[src/rtl/rr_arbiter16.sv]
// ---------------------------------------------------------------------------
// rr_arbiter16 -- 16-requester round-robin arbiter with registered grant.
//
// A grant is held for as long as its requester keeps its req bit high. On
// release, the pointer moves past the released index so that requester has
// the lowest priority next time. A new winner can be granted in the same
// edge as the release, so a busy bus never shows an idle cycle.
//
// Optional feature (macro ARB_TIMEOUT_EN): an 8-bit hold counter revokes a
// grant after MAX_HOLD consecutive cycles and pulses timeout for one cycle.
// Without the macro no counter is built and timeout is tied low.
//
// Ports:
//   clk         in   1   rising-edge clock
//   rst_n       in   1   asynchronous active-low reset
//   req         in  16   level requests, bit i = requester i
//   gnt_valid   out  1   a grant is active
//   gnt_idx     out  4   binary index of the granted requester (0 when idle)
//   gnt_onehot  out 16   one-hot of gnt_idx, all zeros when idle
//   timeout     out  1   one-cycle pulse when a grant is forcibly revoked
// ---------------------------------------------------------------------------
module rr_arbiter16 #(
    parameter int unsigned MAX_HOLD = 15
) (
    input  logic        clk,
    input  logic        rst_n,
    input  logic [15:0] req,
    output logic        gnt_valid,
    output logic [3:0]  gnt_idx,
    output logic [15:0] gnt_onehot,
    output logic        timeout
);

    if (MAX_HOLD < 1 || MAX_HOLD > 255) begin : g_bad_max_hold
        $error("rr_arbiter16: MAX_HOLD must be in 1..255");
    end

    typedef enum logic {
        IDLE  = 1'b0,
        GRANT = 1'b1
    } state_t;

    state_t      state_q, state_d;
    logic [3:0]  ptr_q, ptr_d;
    logic        gnt_valid_q, gnt_valid_d;
    logic [3:0]  gnt_idx_q, gnt_idx_d;
    logic [15:0] gnt_onehot_q, gnt_onehot_d;
    logic [3:0]  nxt_ptr;
    logic [4:0]  win;
    logic        rel;

`ifdef ARB_TIMEOUT_EN
    localparam logic [7:0] HOLD_LIMIT = 8'(MAX_HOLD);
    logic [7:0]  hold_cnt_q, hold_cnt_d;
    logic        timeout_q, timeout_d;
    logic        revoke;
`endif

    // Returns {found, index} of the first set bit of r searched upward from
    // base, wrapping 15 -> 0.
    function automatic logic [4:0] pick(input logic [15:0] r, input logic [3:0] base);
        logic [4:0] res;
        logic [3:0] k;
        res = '0;
        for (int unsigned i = 0; i < 16; i++) begin
            k = base + 4'(i);
            if (!res[4] && r[k]) res = {1'b1, k};
        end
        return res;
    endfunction

    always_comb begin
        state_d     = state_q;
        ptr_d       = ptr_q;
        gnt_valid_d = gnt_valid_q;
        gnt_idx_d   = gnt_idx_q;
        nxt_ptr     = gnt_idx_q + 4'd1;
        win         = '0;
        rel         = 1'b0;
`ifdef ARB_TIMEOUT_EN
        hold_cnt_d  = hold_cnt_q;
        timeout_d   = 1'b0;
        revoke      = 1'b0;
`endif
        case (state_q)
            IDLE: begin
                win = pick(req, ptr_q);
                if (win[4]) begin
                    state_d     = GRANT;
                    gnt_valid_d = 1'b1;
                    gnt_idx_d   = win[3:0];
`ifdef ARB_TIMEOUT_EN
                    hold_cnt_d  = '0;
`endif
                end
            end
            GRANT: begin
                rel = !req[gnt_idx_q];
`ifdef ARB_TIMEOUT_EN
                // The decision is taken in the grant's MAX_HOLD-th visible
                // cycle, so the grant is seen for exactly MAX_HOLD cycles.
                revoke     = req[gnt_idx_q] && (hold_cnt_q + 8'd1 == HOLD_LIMIT);
                hold_cnt_d = hold_cnt_q + 8'd1;
                timeout_d  = revoke;
                rel        = rel || revoke;
`endif
                if (rel) begin
                    ptr_d = nxt_ptr;
                    // The outgoing requester is masked so a revoked holder
                    // cannot win its own re-arbitration.
                    win = pick(req & ~(16'h0001 << gnt_idx_q), nxt_ptr);
`ifdef ARB_TIMEOUT_EN
                    hold_cnt_d = '0;
`endif
                    if (win[4]) begin
                        gnt_idx_d = win[3:0];
                    end else begin
                        state_d     = IDLE;
                        gnt_valid_d = 1'b0;
                        gnt_idx_d   = '0;
                    end
                end
            end
            default: state_d = IDLE;
        endcase
        gnt_onehot_d = gnt_valid_d ? (16'h0001 << gnt_idx_d) : '0;
    end

    always_ff @(posedge clk or negedge rst_n) begin
        if (!rst_n) begin
            state_q      <= IDLE;
            ptr_q        <= '0;
            gnt_valid_q  <= 1'b0;
            gnt_idx_q    <= '0;
            gnt_onehot_q <= '0;
`ifdef ARB_TIMEOUT_EN
            hold_cnt_q   <= '0;
            timeout_q    <= 1'b0;
`endif
        end else begin
            state_q      <= state_d;
            ptr_q        <= ptr_d;
            gnt_valid_q  <= gnt_valid_d;
            gnt_idx_q    <= gnt_idx_d;
            gnt_onehot_q <= gnt_onehot_d;
`ifdef ARB_TIMEOUT_EN
            hold_cnt_q   <= hold_cnt_d;
            timeout_q    <= timeout_d;
`endif
        end
    end

    assign gnt_valid  = gnt_valid_q;
    assign gnt_idx    = gnt_idx_q;
    assign gnt_onehot = gnt_onehot_q;
`ifdef ARB_TIMEOUT_EN
    assign timeout    = timeout_q;
`else
    assign timeout    = 1'b0;
`endif

endmodule
[config.mk]
export PLATFORM = sky130hd
export DESIGN_NAME = rr_arbiter16
export DESIGN_NICKNAME = d
export VERILOG_FILES = /design/src/rtl/rr_arbiter16.sv
export SDC_FILE = /design/constraint.sdc
export NUM_CORES = 1
export LEC_CHECK = 0
export CAP_MARGIN = 10
export CORE_UTILIZATION = 30
export CTS_BUF_LIST = sky130_fd_sc_hd__clkbuf_4
export DETAILED_ROUTE_END_ITERATION = 6
export GPL_TIMING_DRIVEN = 0
export SETUP_SLACK_MARGIN = 0.3
export SLEW_MARGIN = 20
export SYNTH_ARGS = -nofsm -noshare
export SYNTH_HDL_FRONTEND = slang
export SYNTH_SLANG_ARGS = --single-unit
[constraint.sdc]
create_clock -name clk -period 10.2 [get_ports clk]
set_clock_uncertainty 0.15 [all_clocks]
set_input_delay 1.02 -clock clk [delete_from_list [all_inputs] [get_ports clk]]
set_output_delay 1.02 -clock clk [all_outputs]
set_load 0.005 [all_outputs]
* After elaboration in Yosys (flattened, before gate mapping)
Cells that the tools add are included.
W data, S select, Z words.
** Word-level totals
- Memories kept :: 0
- Input bits :: 18
- Word-level logic and storage cells :: 295
- Bits in writable memories :: 0
- Bits in read-only memories :: 0
- Bits in registers :: 26
- Bits in latches :: 0
** Operators by class
- Divide/modulo/power cells :: 0
- Multipliers :: 0
- Shifts and indexed selects :: 2
- Bitwise operators :: 4
- Reduce and logical (&&, ||, !) cells :: 61
- Add/sub/neg operators :: 31
- $lt $le $gt $ge :: 33
- Eq/ne operators :: 0
- Mux-type cells :: 159
** Operators by type and width (number)
- $mux W5 :: 80
- $lt A4 B5 Y1 const B :: 33
- $bmux W1 S4 :: 33
- $add A4 B4 Y4 const B :: 16
- $mux W1 :: 39
- $add A4 B3 Y4 const B :: 8
- $shl A1 B4 Y16 const A :: 2
- $logic_and A1 B1 Y1 :: 30
- $logic_not A1 Y1 :: 30
- $add A4 B2 Y4 const B :: 4
- $and A16 B16 Y16 :: 1
- $mux W16 :: 1
- $not A16 Y16 :: 1
- $add A4 B1 Y4 const B :: 3
- $mux W4 :: 3
- $pmux W4 S2 :: 1
- $pmux W1 S2 :: 2
- $not A1 Y1 :: 2
- $reduce_and A2 Y1 :: 1

* Depth between registers and ports, before layout
- Word-level depth :: 88
- Depth in mapped cells :: 23
- Depth with buffers taken out :: 16

* Worst setup path after synthesis
OpenSTA, ideal clock, no wires.
- Path kind :: register -> register
- From :: register ptr_q[1]
- To :: register gnt_onehot_q[14] (netlist: gnt_onehot[14])
- Buffers on the path :: 7
- Cell stages (with the launch flop) :: 20
- Data arrival time :: 5.609 ns
- Setup slack :: 4.340 ns
- Cell sequence :: dfrtp_1 > clkbuf_1 > buf_1 > clkbuf_1 > inv_1 > ha_1 > clkbuf_1 > clkbuf_1 > mux4_2 > mux4_2 > or4b_1 > clkbuf_1 > nand2b_1 > nor4_1 > o21a_1 > a2111oi_0 > o21a_1 > or2_1 > buf_6 > nor4_1
** Between the ends
- Longest elaborated chain between the ends :: 68
- Elaborated cells between the ends (all ways) :: 115
** RTL lines
- start: declaration :: RTL line 44 : logic [3:0] ptr_q, ptr_d;
- start signal: assignment :: RTL line 142 : ptr_q <= ptr_d;
- parallel branches: the longest is 62 deep, another holds $add A4 B1 Y4
- $mux W5 * :: RTL line 67 : if (!res[4] && r[k]) res = {1'b1, k};
- $mux W5 * :: RTL line 85 : case (state_q)
- $mux W4 :: RTL line 88 : if (win[4]) begin
- $pmux W4 S2 :: RTL line 85
- $shl A1 B4 Y16 :: RTL line 126 : gnt_onehot_d = gnt_valid_d ? (16'h0001 << gnt_idx_d) : '0;
- $mux W16 * :: RTL line 126
- named net gnt_onehot_d[14] :: RTL line 47 : logic [15:0] gnt_onehot_q, gnt_onehot_d;
- end signal: assignment :: RTL line 145 : gnt_onehot_q <= gnt_onehot_d;
- end: declaration :: RTL line 47
Mark *: on every way through the listed nets, which the timed path passes. The select of a mux whose other input is x is not followed.
A chain may end at the register's enable or synchronous reset.

* Worst setup path after layout
- From :: register ptr_q[1]
- To :: register gnt_onehot_q[13] (netlist: gnt_onehot[13])
** Between the ends
- Longest elaborated chain between the ends :: 68
- Elaborated cells between the ends (all ways) :: 115
** RTL lines
- parallel branches: the longest is 62 deep, another holds $add A4 B1 Y4
- $mux W5 * :: RTL line 67
- $mux W5 * :: RTL line 85
- $mux W4 * :: RTL line 88
- $pmux W4 S2 * :: RTL line 85
- named net gnt_idx_d[0] :: RTL line 46 : logic [3:0] gnt_idx_q, gnt_idx_d;
- $shl A1 B4 Y16 * :: RTL line 126
- $mux W16 * :: RTL line 126
- named net gnt_onehot_d[13] :: RTL line 47
Marks and branches as above.

==> flow_summary_export.csv <==
group,metric,value,unit
finish,diodes,0,
floorplanning,floorplan.initialDensity,30.5,%
clock_network,htreeDepth,1,
clock_network,cts_buffer_depth,2,
place,dp_hpwl,21000,um
synthesis,synth_top_family_by_area,"compound AO/OA/AOI/OAI gates",
finish,nFillCells,2290,
sta,tns,0,ps
finish,multi_input_area,5570,um2
sta,fmax,129,MHz
synthesis,synthMuxAreaShare,22.4,%
clock_network,cts_root_buffer,"clkbuf_4",
floorplanning,io_pins,40,
clock_network,cts.sinks,26,
critical_path,cp_top_family,"buffers and inverters",
synthesis,synth_flop_cell,"dfrtp_1",
critical_path,crit_required,10270,ps
critical_path,cp_max_fo,10,
detailed_routing,routed_wl,27200,um
synthesis,syn_inst,829,
place,gp_congestion,0.986,
floorplanning,core,21800,um2
synthesis,ys_types,86,
detailed_routing,wl_per_cell,23.6,um
sta,max_slew_margin,31.3,%
global_routing,grt_start_max_net_pins,27,
floorplanning,dieArea,22700,um2
clock_network,cts-resized-gates,0,
clock_network,cts_made_buffers,3,
synthesis,synth_adder_area_share,3.78,%
sta,hold_viol,0,
synthesis,synthTopCellsByArea,"mux4_2 13%, dfrtp_1 9.8%, mux2_2 4.8%",
synthesis,synth_top_area_cell,"mux4_2",
synthesis,yosysSeqAreaShare,9.82,%
sta,finalCritPeriodShare,76.2,%
critical_path,crit_arrival,7840,ps
finish,fin_nets,911,
synthesis,yosys.area.top_type_share,12.9,%
synthesis,syn_area_per_cell,7.99,um2
critical_path,crit_path_end_kind,"flop",
place,io_buffer_count,38,
global_routing,overflow,0,
global_routing,grt_pass1_wl,41800,um
clock_network,hold_buffers,0,
sta,worst_slew_pin_slew,1020,ps
detailed_routing,route.detailed.drc,0,
sta,min_period,7770,ps
synthesis,async_flop_share,100,%
critical_path,slowest_delay,600,ps
synthesis,yosys_register_bits,26,
sta,rsz0062_at_grt,"no",
finish,syn_to_final_growth,11.8,%
synthesis,syn_nets,867,
sta,slew_viol_final,0,
synthesis,synthXorXnorAreaFrac,3.27,%
hold_path,hold_class,"input pin to asynchronous set/reset pin",
detailed_routing,first_iter_violations,988,
global_routing,antenna_found_initial,1,
detailed_routing,vias_per_cell,6.62,
critical_path,path_cells,"clkbuf_1 -> buf_1 -> clkbuf_1 -> inv_1 -> ha_1 -> clkbuf_1 -> clkbuf_1 -> mux4_2 -> mux4_2 -> or4b_1 -> clkbuf_1 -> nand2b_1 -> nor3_1 -> and3b_1 -> a221oi_1 -> a211o_1 -> inv_1 -> nand2_1 -> nor4_1",
critical_path,cp-start-kind,"flop",
critical_path,path_buf_inv,8,
synthesis,synthSimpleGateAreaFrac,23.9,%
critical_path,critPathSlowestCell,"clkbuf_1",
detailed_routing,vias,7630,
detailed_routing,firstDrtPassIters,6,
finish,drive_above_1_share,13.0,%
synthesis,synth_edf_count,0,
synthesis,netlist_area,6630,um2
clock_network,clkLatencyLatePin,310,ps
critical_path,critPathKind,"flop to flop",
synthesis,synth_commonest_cells,"62 x nand2_1, 50 x nor2_1, 39 x clkbuf_1, 38 x mux4_2, 37 x a21oi_1",
finish,regArea,651,um2
outcome,status,"finished clean",
synthesis,synth_most_common_cell,"nand2_1",
clock_network,cts_tree,"done",
floorplanning,die_height,151,um
floorplanning,num_rows,54,
global_routing,grt_pass1_vias,7161,
run,cap_violations,0,
synthesis,yosys_warnings,0,
clock_network,clk_pin_slew,140,ps
floorplanning,die_w,151,um
detailed_routing,final_antenna_net_count,0,
global_routing,grt_use_total,23.8,%
sta,setup_viol,0,
synthesis,synth_compound_area_share,30.7,%
sta,holdWs,516,ps
clock_network,post_cts_buffers,0,
critical_path,crit_path_frequent_cell,"clkbuf_1",
[placed cells by master (no fill, tap or decap), drive strengths merged, types with 13 or more instances in the layout]
cell type,count
a211oi,18
a21oi,37
a221oi,14
a31oi,13
and2,13
buf,26
clkbuf,42
clkdlybuf4s50,37
dfrtp,26
ha,20
inv,33
mux2,28
mux2i,31
mux4,38
nand2,62
nand2b,15
nand3,32
nor2,50
nor2b,14
nor3,20
nor4,23
o211ai,13
o21ai,38
xnor2,14
[registers in the layout (all words and copies together) (netlist names)]
signal	flops
state_q	1
gnt_valid	1
ptr_q	4
gnt_onehot	16
gnt_idx	4
[routing by layer]
layer	wire, um	global-route usage [%]
met5	0	0
met4	1450	11.9
met3	2340	2.58
met2	12400	38.6
met1	11000	31.2
[cells by family (layout without fill, tap and decap cells)]
logic type      Yosys count  in the layout
other cells               1              1
fa+ha+maj                20             20
mux                      97             97
buf+inv                  97            140
compound gates          271            271
xor+xnor                 20             20
flops                    26             26
simple gates            297            297
[final timing paths]
check,cells after the start,from,to,slack (ps)
setup / recovery,19,ptr_q[1],gnt_onehot[13],2430
hold / removal,1,rst_n,gnt_onehot[13],520
min in group clk,2,gnt_valid,gnt_valid,570
hold reg to reg,2,gnt_valid,gnt_valid,570
setup reg to reg,19,ptr_q[1],gnt_onehot[13],2430
max in group asynchronous,1,rst_n,ptr_q[0],9010
[per-stage QoR]
step	setup slack (ps)	instance area, um2	std cells	utilization (%)
final	2430	7410	1152	34.1
after global routing	2090	7410	1152	34.1
after floorplan	4340	6630	829	-
after global placement	2590	7360	1147	33.8
after CTS	2560	7410	1152	34.1
after detailed placement	2610	7360	1148	33.8
[cell type report]
cell class / instances / share of cell area [%]
Inverter: 34 / 1.72
Tap cell: 280 / 4.73
Timing Repair Buffer: 39 / 5.12
Clock buffer: 3 / 0.304
Buffer: 63 / 3.75
Multi-Input combinational cell: 706 / 75.2
Clock inverter: 1 / 0.405
Sequential cell: 26 / 8.78
Power is left out: the tool's default activity adds up to more than one toggle a clock period on the data nets, which glitch-free logic cannot reach.
